==> config.mk <==
export PLATFORM = sky130hd
export DESIGN_NAME = wb_dma_copy
export DESIGN_NICKNAME = d
export VERILOG_FILES = /design/src/rtl/wb_dma_copy.sv
export SDC_FILE = /design/constraint.sdc
export NUM_CORES = 1
export LEC_CHECK = 0
export ABC_AREA = 0
export BUFFER_PORTS_ARGS = -buffer_cell sky130_fd_sc_hd__buf_2
export CAP_MARGIN = 10
export CORE_ASPECT_RATIO = 0.9
export CORE_MARGIN = 10
export CORE_UTILIZATION = 50
export DETAILED_ROUTE_END_ITERATION = 8
export GPL_ROUTABILITY_DRIVEN = 0
export GPL_TIMING_DRIVEN = 0
export HOLD_SLACK_MARGIN = 0.03
export PLACE_DENSITY_LB_ADDON = 0.05
export RECOVER_POWER = 25
export SKIP_CTS_REPAIR_TIMING = 1
export SLEW_MARGIN = 20
export SYNTH_ARGS = -nofsm -noshare
export SYNTH_HDL_FRONTEND = slang
export SYNTH_SLANG_ARGS = --single-unit
==> constraint.sdc <==
create_clock -name clk -period 10.25 [get_ports clk]
set_input_delay 1.025 -clock clk [delete_from_list [all_inputs] [get_ports clk]]
set_output_delay 1.025 -clock clk [all_outputs]
set_load 0.01 [all_outputs]
==> src/rtl/wb_dma_copy.sv <==
// Wishbone word-copy engine: a slave register window programs SRC/DST/LEN and a
// master port copies LEN 32-bit words with one idle cycle between bus cycles.
module wb_dma_copy #(
  parameter int unsigned TIMEOUT_CYCLES = 1023
) (
  input  logic        clk,
  input  logic        rst,
  input  logic [31:0] wb_adr_i,
  input  logic [31:0] wb_dat_i,
  output logic [31:0] wb_dat_o,
  input  logic [3:0]  wb_sel_i,
  input  logic        wb_we_i,
  input  logic        wb_cyc_i,
  input  logic        wb_stb_i,
  output logic        wb_ack_o,
  output logic [31:0] m_adr_o,
  output logic [31:0] m_dat_o,
  input  logic [31:0] m_dat_i,
  output logic [3:0]  m_sel_o,
  output logic        m_we_o,
  output logic        m_cyc_o,
  output logic        m_stb_o,
  input  logic        m_ack_i,
  output logic        irq
);

  typedef enum logic [2:0] {S_IDLE, S_RD, S_WGAP, S_WR, S_RGAP} state_t;

  localparam logic [2:0]  REG_SRC    = 3'd0;
  localparam logic [2:0]  REG_DST    = 3'd1;
  localparam logic [2:0]  REG_LEN    = 3'd2;
  localparam logic [2:0]  REG_CTRL   = 3'd3;
  localparam logic [2:0]  REG_STATUS = 3'd4;
  localparam logic [15:0] TIMEOUT_LAST = 16'(TIMEOUT_CYCLES - 1);

  state_t      state_q, state_d;
  logic [31:0] src_q, dst_q, data_q;
  logic [15:0] len_q, rem_q, tcnt_q;
  logic        ien_q, done_q, err_q;

  logic        busy, active, timeout, wb_hit, wb_wr, start;
  logic [2:0]  reg_sel;
  logic [31:0] rd_data;
  logic        unused_ok;

  assign unused_ok = ^{wb_sel_i, wb_adr_i[31:5], wb_adr_i[1:0]};

  assign m_sel_o = 4'hF;
  assign irq     = ien_q & (done_q | err_q);

  assign busy    = (state_q != S_IDLE);
  assign active  = (state_q == S_RD) || (state_q == S_WR);
  assign timeout = active & ~m_ack_i & (tcnt_q == TIMEOUT_LAST);
  assign reg_sel = wb_adr_i[4:2];
  assign wb_hit  = wb_cyc_i & wb_stb_i & ~wb_ack_o;
  assign wb_wr   = wb_hit & wb_we_i;
  assign start   = wb_wr & (reg_sel == REG_CTRL) & wb_dat_i[0] & ~busy;

  // NOTE: every signal driven here gets a default first so no path can infer a latch.
  always_comb begin
    state_d = state_q;
    rd_data = 32'd0;
    case (reg_sel)
      REG_SRC:    rd_data = src_q;
      REG_DST:    rd_data = dst_q;
      REG_LEN:    rd_data = {16'd0, len_q};
      REG_CTRL:   rd_data = {30'd0, ien_q, 1'b0};
      REG_STATUS: rd_data = {rem_q, 13'd0, err_q, done_q, busy};
      default:    rd_data = 32'd0;
    endcase
    case (state_q)
      S_IDLE: if (start && len_q != 16'd0) state_d = S_RD;
      S_RD:   if (m_ack_i) state_d = S_WGAP;
              else if (timeout) state_d = S_IDLE;
      S_WGAP: state_d = S_WR;
      S_WR:   if (m_ack_i) state_d = (rem_q == 16'd1) ? S_IDLE : S_RGAP;
              else if (timeout) state_d = S_IDLE;
      S_RGAP: state_d = S_RD;
      default: state_d = S_IDLE;
    endcase
  end

  // NOTE: sequential state uses non-blocking assignments so all flops sample pre-edge values.
  always_ff @(posedge clk or posedge rst) begin
    if (rst) begin
      state_q <= S_IDLE;
      tcnt_q  <= 16'd0;
      m_cyc_o <= 1'b0;
      m_stb_o <= 1'b0;
      m_we_o  <= 1'b0;
      m_adr_o <= 32'd0;
      m_dat_o <= 32'd0;
    end else begin
      state_q <= state_d;
      tcnt_q  <= active ? tcnt_q + 16'd1 : 16'd0;
      m_cyc_o <= (state_d == S_RD) || (state_d == S_WR);
      m_stb_o <= (state_d == S_RD) || (state_d == S_WR);
      m_we_o  <= (state_d == S_WR);
      // Address and data only load on strobe cycles, so they hold for the whole strobe.
      if (state_d == S_RD) m_adr_o <= src_q;
      if (state_d == S_WR) begin
        m_adr_o <= dst_q;
        m_dat_o <= data_q;
      end
    end
  end

  always_ff @(posedge clk or posedge rst) begin
    if (rst) begin
      wb_ack_o <= 1'b0;
      wb_dat_o <= 32'd0;
      src_q    <= 32'd0;
      dst_q    <= 32'd0;
      len_q    <= 16'd0;
      rem_q    <= 16'd0;
      data_q   <= 32'd0;
      ien_q    <= 1'b0;
      done_q   <= 1'b0;
      err_q    <= 1'b0;
    end else begin
      wb_ack_o <= wb_hit;
      wb_dat_o <= (wb_hit && !wb_we_i) ? rd_data : 32'd0;

      if (wb_wr) begin
        case (reg_sel)
          REG_SRC: if (!busy) src_q <= {wb_dat_i[31:2], 2'b00};
          REG_DST: if (!busy) dst_q <= {wb_dat_i[31:2], 2'b00};
          REG_LEN: if (!busy) len_q <= wb_dat_i[15:0];
          REG_CTRL: begin
            ien_q <= wb_dat_i[1];
            if (start) begin
              if (len_q == 16'd0) begin
                done_q <= 1'b1;
              end else begin
                rem_q  <= len_q;
                done_q <= 1'b0;
                err_q  <= 1'b0;
              end
            end
          end
          REG_STATUS: begin
            if (wb_dat_i[1]) done_q <= 1'b0;
            if (wb_dat_i[2]) err_q  <= 1'b0;
          end
          default: ;
        endcase
      end

      // Engine updates come last so completion or error wins over a same-edge W1C.
      if (state_q == S_RD && m_ack_i) data_q <= m_dat_i;
      if (state_q == S_WR && m_ack_i) begin
        src_q <= src_q + 32'd4;
        dst_q <= dst_q + 32'd4;
        rem_q <= rem_q - 16'd1;
        if (rem_q == 16'd1) done_q <= 1'b1;
      end
      if (timeout) err_q <= 1'b1;
    end
  end

endmodule

Word level (Yosys, flattened, before mapping)
Cells that the tools add are included.
W data, S select, Z words.
{"block": "op_classes", "reduce_logical": 26, "add_sub_neg": 4, "n_lt_le_gt_ge": 0, "div_mod_pow": 0, "n_eq_ne": 17, "mul": 0, "muxes": 36, "bitwise": 13, "n_shift": 0}
{"operator": "$mux W32", "count": 10}
{"operator": "$pmux W32 S5", "count": 1}
{"operator": "$mux W16", "count": 6}
{"operator": "$add A32 B3 Y32 const B", "count": 2}
{"operator": "$add A16 B1 Y16 const B", "count": 1}
{"operator": "$eq A16 B1 Y1 const B", "count": 1}
{"operator": "$eq A16 B10 Y1 const B", "count": 1}
{"operator": "$logic_not A16 Y1", "count": 1}
{"operator": "$reduce_bool A16 Y1", "count": 1}
{"operator": "$sub A16 B1 Y16 const B", "count": 1}
{"operator": "$eq A3 B2 Y1 const B", "count": 5}
{"operator": "$mux W3", "count": 5}
{"operator": "$pmux W3 S5", "count": 1}
{"operator": "$reduce_bool A2 Y1", "count": 7}
{"operator": "$mux W1", "count": 11}
{"operator": "$and A1 B1 Y1", "count": 9}
{"operator": "$eq A3 B1 Y1 const B", "count": 3}
{"operator": "$ne A3 B3 Y1 const B", "count": 3}
{"operator": "$reduce_and A3 Y1", "count": 3}
{"operator": "$eq A3 B3 Y1 const B", "count": 2}
{"operator": "$logic_not A3 Y1", "count": 2}
{"operator": "$reduce_bool A3 Y1", "count": 2}
{"operator": "$reduce_and A5 Y1", "count": 1}
{"operator": "$logic_and A1 B1 Y1", "count": 4}
{"operator": "8 further kinds", "count": 13}
{"block": "totals", "mem_bits_ro": 0, "ram_bits": 0, "mem_count": 0, "latchBits": 0, "out_inout_bits": 105, "reg_bits": 249}

Longest topological paths before layout
{"block": "logic_depth", "word_depth": 12, "depth_mapped": 8, "ltp_nobuf": 7}

Worst setup path before layout
No wires, ideal clock.
{"block": "synth_path", "path_type": "input port to flip-flop", "from": "in m_ack_i", "to": "reg m_adr_o[17]", "cell_stages": 8, "path_buffers": 3, "setup_time_ps": 125, "setup_slack_ps": 7524, "arrival_ps": 2602, "cell_sequence": "clkbuf_1 > a21bo_2 > a21o_1 > buf_2 > clkbuf_1 > a22o_1 > a221o_1 > mux2_2"}
{"block": "synth_via", "elab_chain_len": 8}
{"element": "from (decl)", "line_no": "23", "rtl": "input logic m_ack_i,"}
{"element": "$not A1 Y1", "line_no": "53", "rtl": "assign timeout = active & ~m_ack_i & (tcnt_q == TIMEOUT_LAST);"}
{"element": "$and A1 B1 Y1 (2 in series)", "line_no": "53"}
{"element": "$mux W3", "line_no": "74, 77"}
{"element": "$mux W3 (on tied branches)", "line_no": "76, 73"}
{"element": "$pmux W3 S5 (*)", "line_no": "71", "rtl": "case (state_q)"}
{"element": "$eq A3 B2 Y1 or $eq A3 B1 Y1 (tied branches)", "line_no": "101, 100"}
{"element": "$mux W32 or $reduce_bool A2 Y1 (tied branches)"}
{"element": "to (signal assigned)", "line_no": "100", "rtl": "if (state_d == S_RD) m_adr_o <= src_q;"}
{"element": "to (signal assigned)", "line_no": "102", "rtl": "m_adr_o <= dst_q;"}
{"element": "to (decl)", "line_no": "16", "rtl": "output logic [31:0] m_adr_o,"}
Every way passes the cells marked *; elsewhere a longest branch is shown, timed or not.
A chain may end at the register's enable or synchronous reset.

Final worst setup path
{"block": "layout_path", "from": "in m_ack_i", "to": "reg dst_q[12]"}
{"block": "layout_via", "elab_chain_len": 3}
{"element": "$logic_and A1 B1 Y1 (*)", "line_no": "151", "rtl": "if (state_q == S_WR && m_ack_i) begin"}
{"element": "$ne A2 B1 Y1 (no line) or $reduce_bool A2 Y1 (tied branches)"}
{"element": "$reduce_and A3 Y1 (no line)"}
{"element": "to (signal assigned)", "line_no": "127", "rtl": "REG_DST: if (!busy) dst_q <= {wb_dat_i[31:2], 2'b00};"}
{"element": "to (signal assigned)", "line_no": "153", "rtl": "dst_q <= dst_q + 32'd4;"}
{"element": "to (decl)", "line_no": "37", "rtl": "logic [31:0] src_q, dst_q, data_q;"}
Marks and branches as above.

==> impl_metrics.py <==
metrics = {
    "timing": {
        "rsz0062_at_grt": "no",
        "min_period_ps": 3020,
        "fmax_mhz": 331,
        "setup-tns-final_ps": 0,
        "finalSetupViolCount": 0,
        "worst_clock_skew_ps": 14.4,
        "maxSlewViolCount": 65,
        "slew_headroom_pct": -119,
        "finalHoldViolations": 0,
        "holdWs_ps": 488,
        "fin_crit_sh_pct": 29.5,
        "tightest_slew_ps": 3260,
    },
    "floorplanning": {
        "coreArea_um2": 24100,
        "die_area_um2": 31000,
        "die_y_um": 168,
        "start_util_pct": 50.5,
        "die_w_um": 185,
        "io_pins": 211,
        "rows": 54,
    },
    "placed_design": {
        "portBuffers": 169,
        "dpl.hpwl_mm": 27.9,
        "placed_area_um2": 13500,
        "placedCellCount": 1656,
    },
    "global_route": {
        "grt_use_total_pct": 23.7,
        "gr-total-overflow": 0,
        "grt_pass1_vias": 9953,
        "antenna_found_initial": 0,
        "grt_max_degree": 106,
        "grt_pass1_wl_mm": 57.9,
    },
    "run_status": {
        "status": "finished, violations left",
        "violations": "capacitance limit, slew limit",
    },
    "worst_setup_path": {
        "critPathMaxStageDelay_ps": 610,
        "critPathSlowestCell": "clkbuf_1",
        "crit_buf_inv": 3,
        "cp_data_required_time_ps": 10650,
        "cp_num_cells": 7,
        "worstReg2RegStart": "state_q[0]",
        "critical_path.cell_chain": "clkbuf_1, and4b_1, clkbuf_1, clkbuf_1, nor2_1, o21ai_0, o311ai_0",
        "r2r-end": "src_q[19]",
        "crit_top_cell": "clkbuf_1",
        "criticalPathCategory": "in2reg",
        "rr_worst_depth": 7,
        "cp_max_fo": 10,
        "crit_path_end_kind": "flip-flop",
        "arrival_ps": 3420,
        "cp_top_family": "buffers and inverters",
        "start_kind": "primary input",
        "reg2reg_slack_ps": 7250,
    },
    "drt": {
        "dr_total_vias": 10300,
        "route.detailed.drc": 0,
        "wl_mm": 37.6,
        "drt_first_pass_iters": 6,
        "drtAntennaViolNets": 0,
        "via_per_inst": 6.06,
        "routedWlPerCell_um": 22.0,
        "drt_first_iter_violations": 1079,
    },
    "finish": {
        "drive_gt1_share_pct": 26.0,
        "final_common_cell": "dfrtp_1",
        "multi_input_area_um2": 5610,
        "final_area_um2": 14400,
        "layoutNonFillerInstCount": 1707,
        "antenna_cells": 0,
        "fill_cells": 2102,
        "seqCellArea_um2": 6080,
        "areaGrowthSynthToFinish_pct": 18.5,
        "layout.nets": 1490,
        "most-common-layout-cells": "dfrtp_1 (243), buf_2 (182), nor2_1 (131), mux2_2 (112), nand2_1 (77)",
    },
    "pwr": {
        "total_power_mw": 4.03,
        "sw_frac_of_total_pct": 35.7,
        "ir_drop_v": 0.000186,
        "power_frac_comb_pct": 35.8,
        "power.switching_mw": 1.44,
        "clkPwrFrac_pct": 25.6,
        "p_int_mw": 2.59,
        "p_per_area_nw_per_um2": 279,
        "pwr-share-seq_pct": 38.5,
        "p_leak_nw": 6.60,
    },
    "worst_hold_path": {
        "hold_path_depth": 1,
        "hold_end": "wb_ack_o",
        "min-delay-start": "wb_ack_o",
        "holdCritPathClass": "reg2reg",
    },
    "cts": {
        "cts_buffers": 28,
        "clk_pin_slew_ps": 60,
        "cts-root-buf": "clkbuf_16",
        "htreeDepth": 1,
        "clkSinkCount": 243,
        "cts_tree": "yes",
        "max-clock-path-buffers": 3,
        "clock_latency_ps": 550,
    },
    "yosys": {
        "synth_top_family_by_area": "simple AND/OR/NAND/NOR gates",
        "async_reset_ff_share_pct": 100,
        "synth_flop_cell": "dfrtp_1",
        "syn_avg_cell_area_um2": 10.4,
        "synth-edff-count": 0,
        "synthSimpleGateAreaFrac_pct": 16.3,
        "netlist_area_um2": 12200,
        "synth_cells": 1173,
        "ys_seq_area_share_pct": 49.9,
        "synth_fa_ha_area_share_pct": 0.616,
        "synthMuxAreaShare_pct": 13.0,
        "ys_warn_count": 0,
        "synth_cell_types": 66,
        "synth_xor_area_share_pct": 1.80,
        "synth_compound_area_share_pct": 14.1,
        "ys_ff_latch": 243,
    },
    "run": {
        "drv_cap": 1,
    },
}
==> layout make-up <==
type / count / area share, %
inverters: 15 / 0.399
repair buffers: 171 / 6.22
multi-input cells: 819 / 38.8
well taps: 308 / 2.67
plain buffers: 100 / 3.15
flip-flops and latches: 243 / 42.1
clock buffers: 42 / 5.71
clock inverters: 9 / 0.893
==> state kept, by name, summed over array words and instances (netlist names) <==
name and flops:
m_stb_o 1, m_dat_o 32, tcnt_q 16, dst_q 30, m_adr_o 30, m_we_o 1
len_q 16, src_q 30, done_q 1, err_q 1, rem_q 16, state_q 3
wb_dat_o 32, data_q 32, ien_q 1, wb_ack_o 1
==> routing by layer <==
metal	routed length, µm	GRT usage [%]
met1	16500	33.8
met3	3590	5.38
met2	16600	35.4
met4	887	5.98
met5	0	0
==> power by group through the flow <==
stage / Sequential, mW / Combinational [mW] / Clock, mW
5_1_grt: 1.60 / 1.58 / 1.08
4_1_cts: 1.55 / 1.45 / 1.05
6_report: 1.55 / 1.45 / 1.03
3_5_place_dp: 1.57 / 1.45 / 0
2_1_floorplan: 1.54 / 0.973 / 0
3_3_place_gp: 1.55 / 1.42 / 0
==> worst max-delay path by stage <==
stage,from,to
2_1_floorplan,rst,data_q[0]
3_3_place_gp,rst,m_adr_o[24]
3_5_place_dp,m_ack_i,dst_q[12]
4_1_cts,state_q[0],src_q[19]
5_1_grt,rst,src_q[14]
6_report,m_ack_i,dst_q[12]
==> logic make-up after synthesis <==
group,Yosys count
AOI/OAI and AO/OA,237
xor gates and xnor gates,25
adders and majority gates,6
buffers and inverters,115
DFF,243
muxes,144
other,2
and+or+nand+nor,401
==> Yosys cell counts (8+ instances only) <==
master	instances	area, µm²
a211oi_1	21	158
a21oi_1	54	270
a221o_1	33	330
a22o_1	30	263
a311oi_1	8	70.1
and3_1	32	200
buf_2	15	75.1
buf_4	10	75.1
clkbuf_1	65	244
dfrtp_1	243	6080
inv_1	15	56.3
mux2_2	112	1260
mux2i_1	32	320
nand2_1	77	289
nand3_1	46	230
nand4_1	21	131
nor2_1	131	492
nor3_1	31	155
nor4_1	13	81.3
o211ai_1	15	113
o21ai_0	31	155
xnor2_1	13	114
xor2_1	12	105
==> through the flow <==
stage               worst slack (ps)  utilization, %
floorplan                       2550               -
global placement                -325            55.7
detailed placement              6760            55.9
CTS                             7300            59.9
global route                    6880            59.8
finish                          7230            59.8
(Power assumes the default switching activity.)
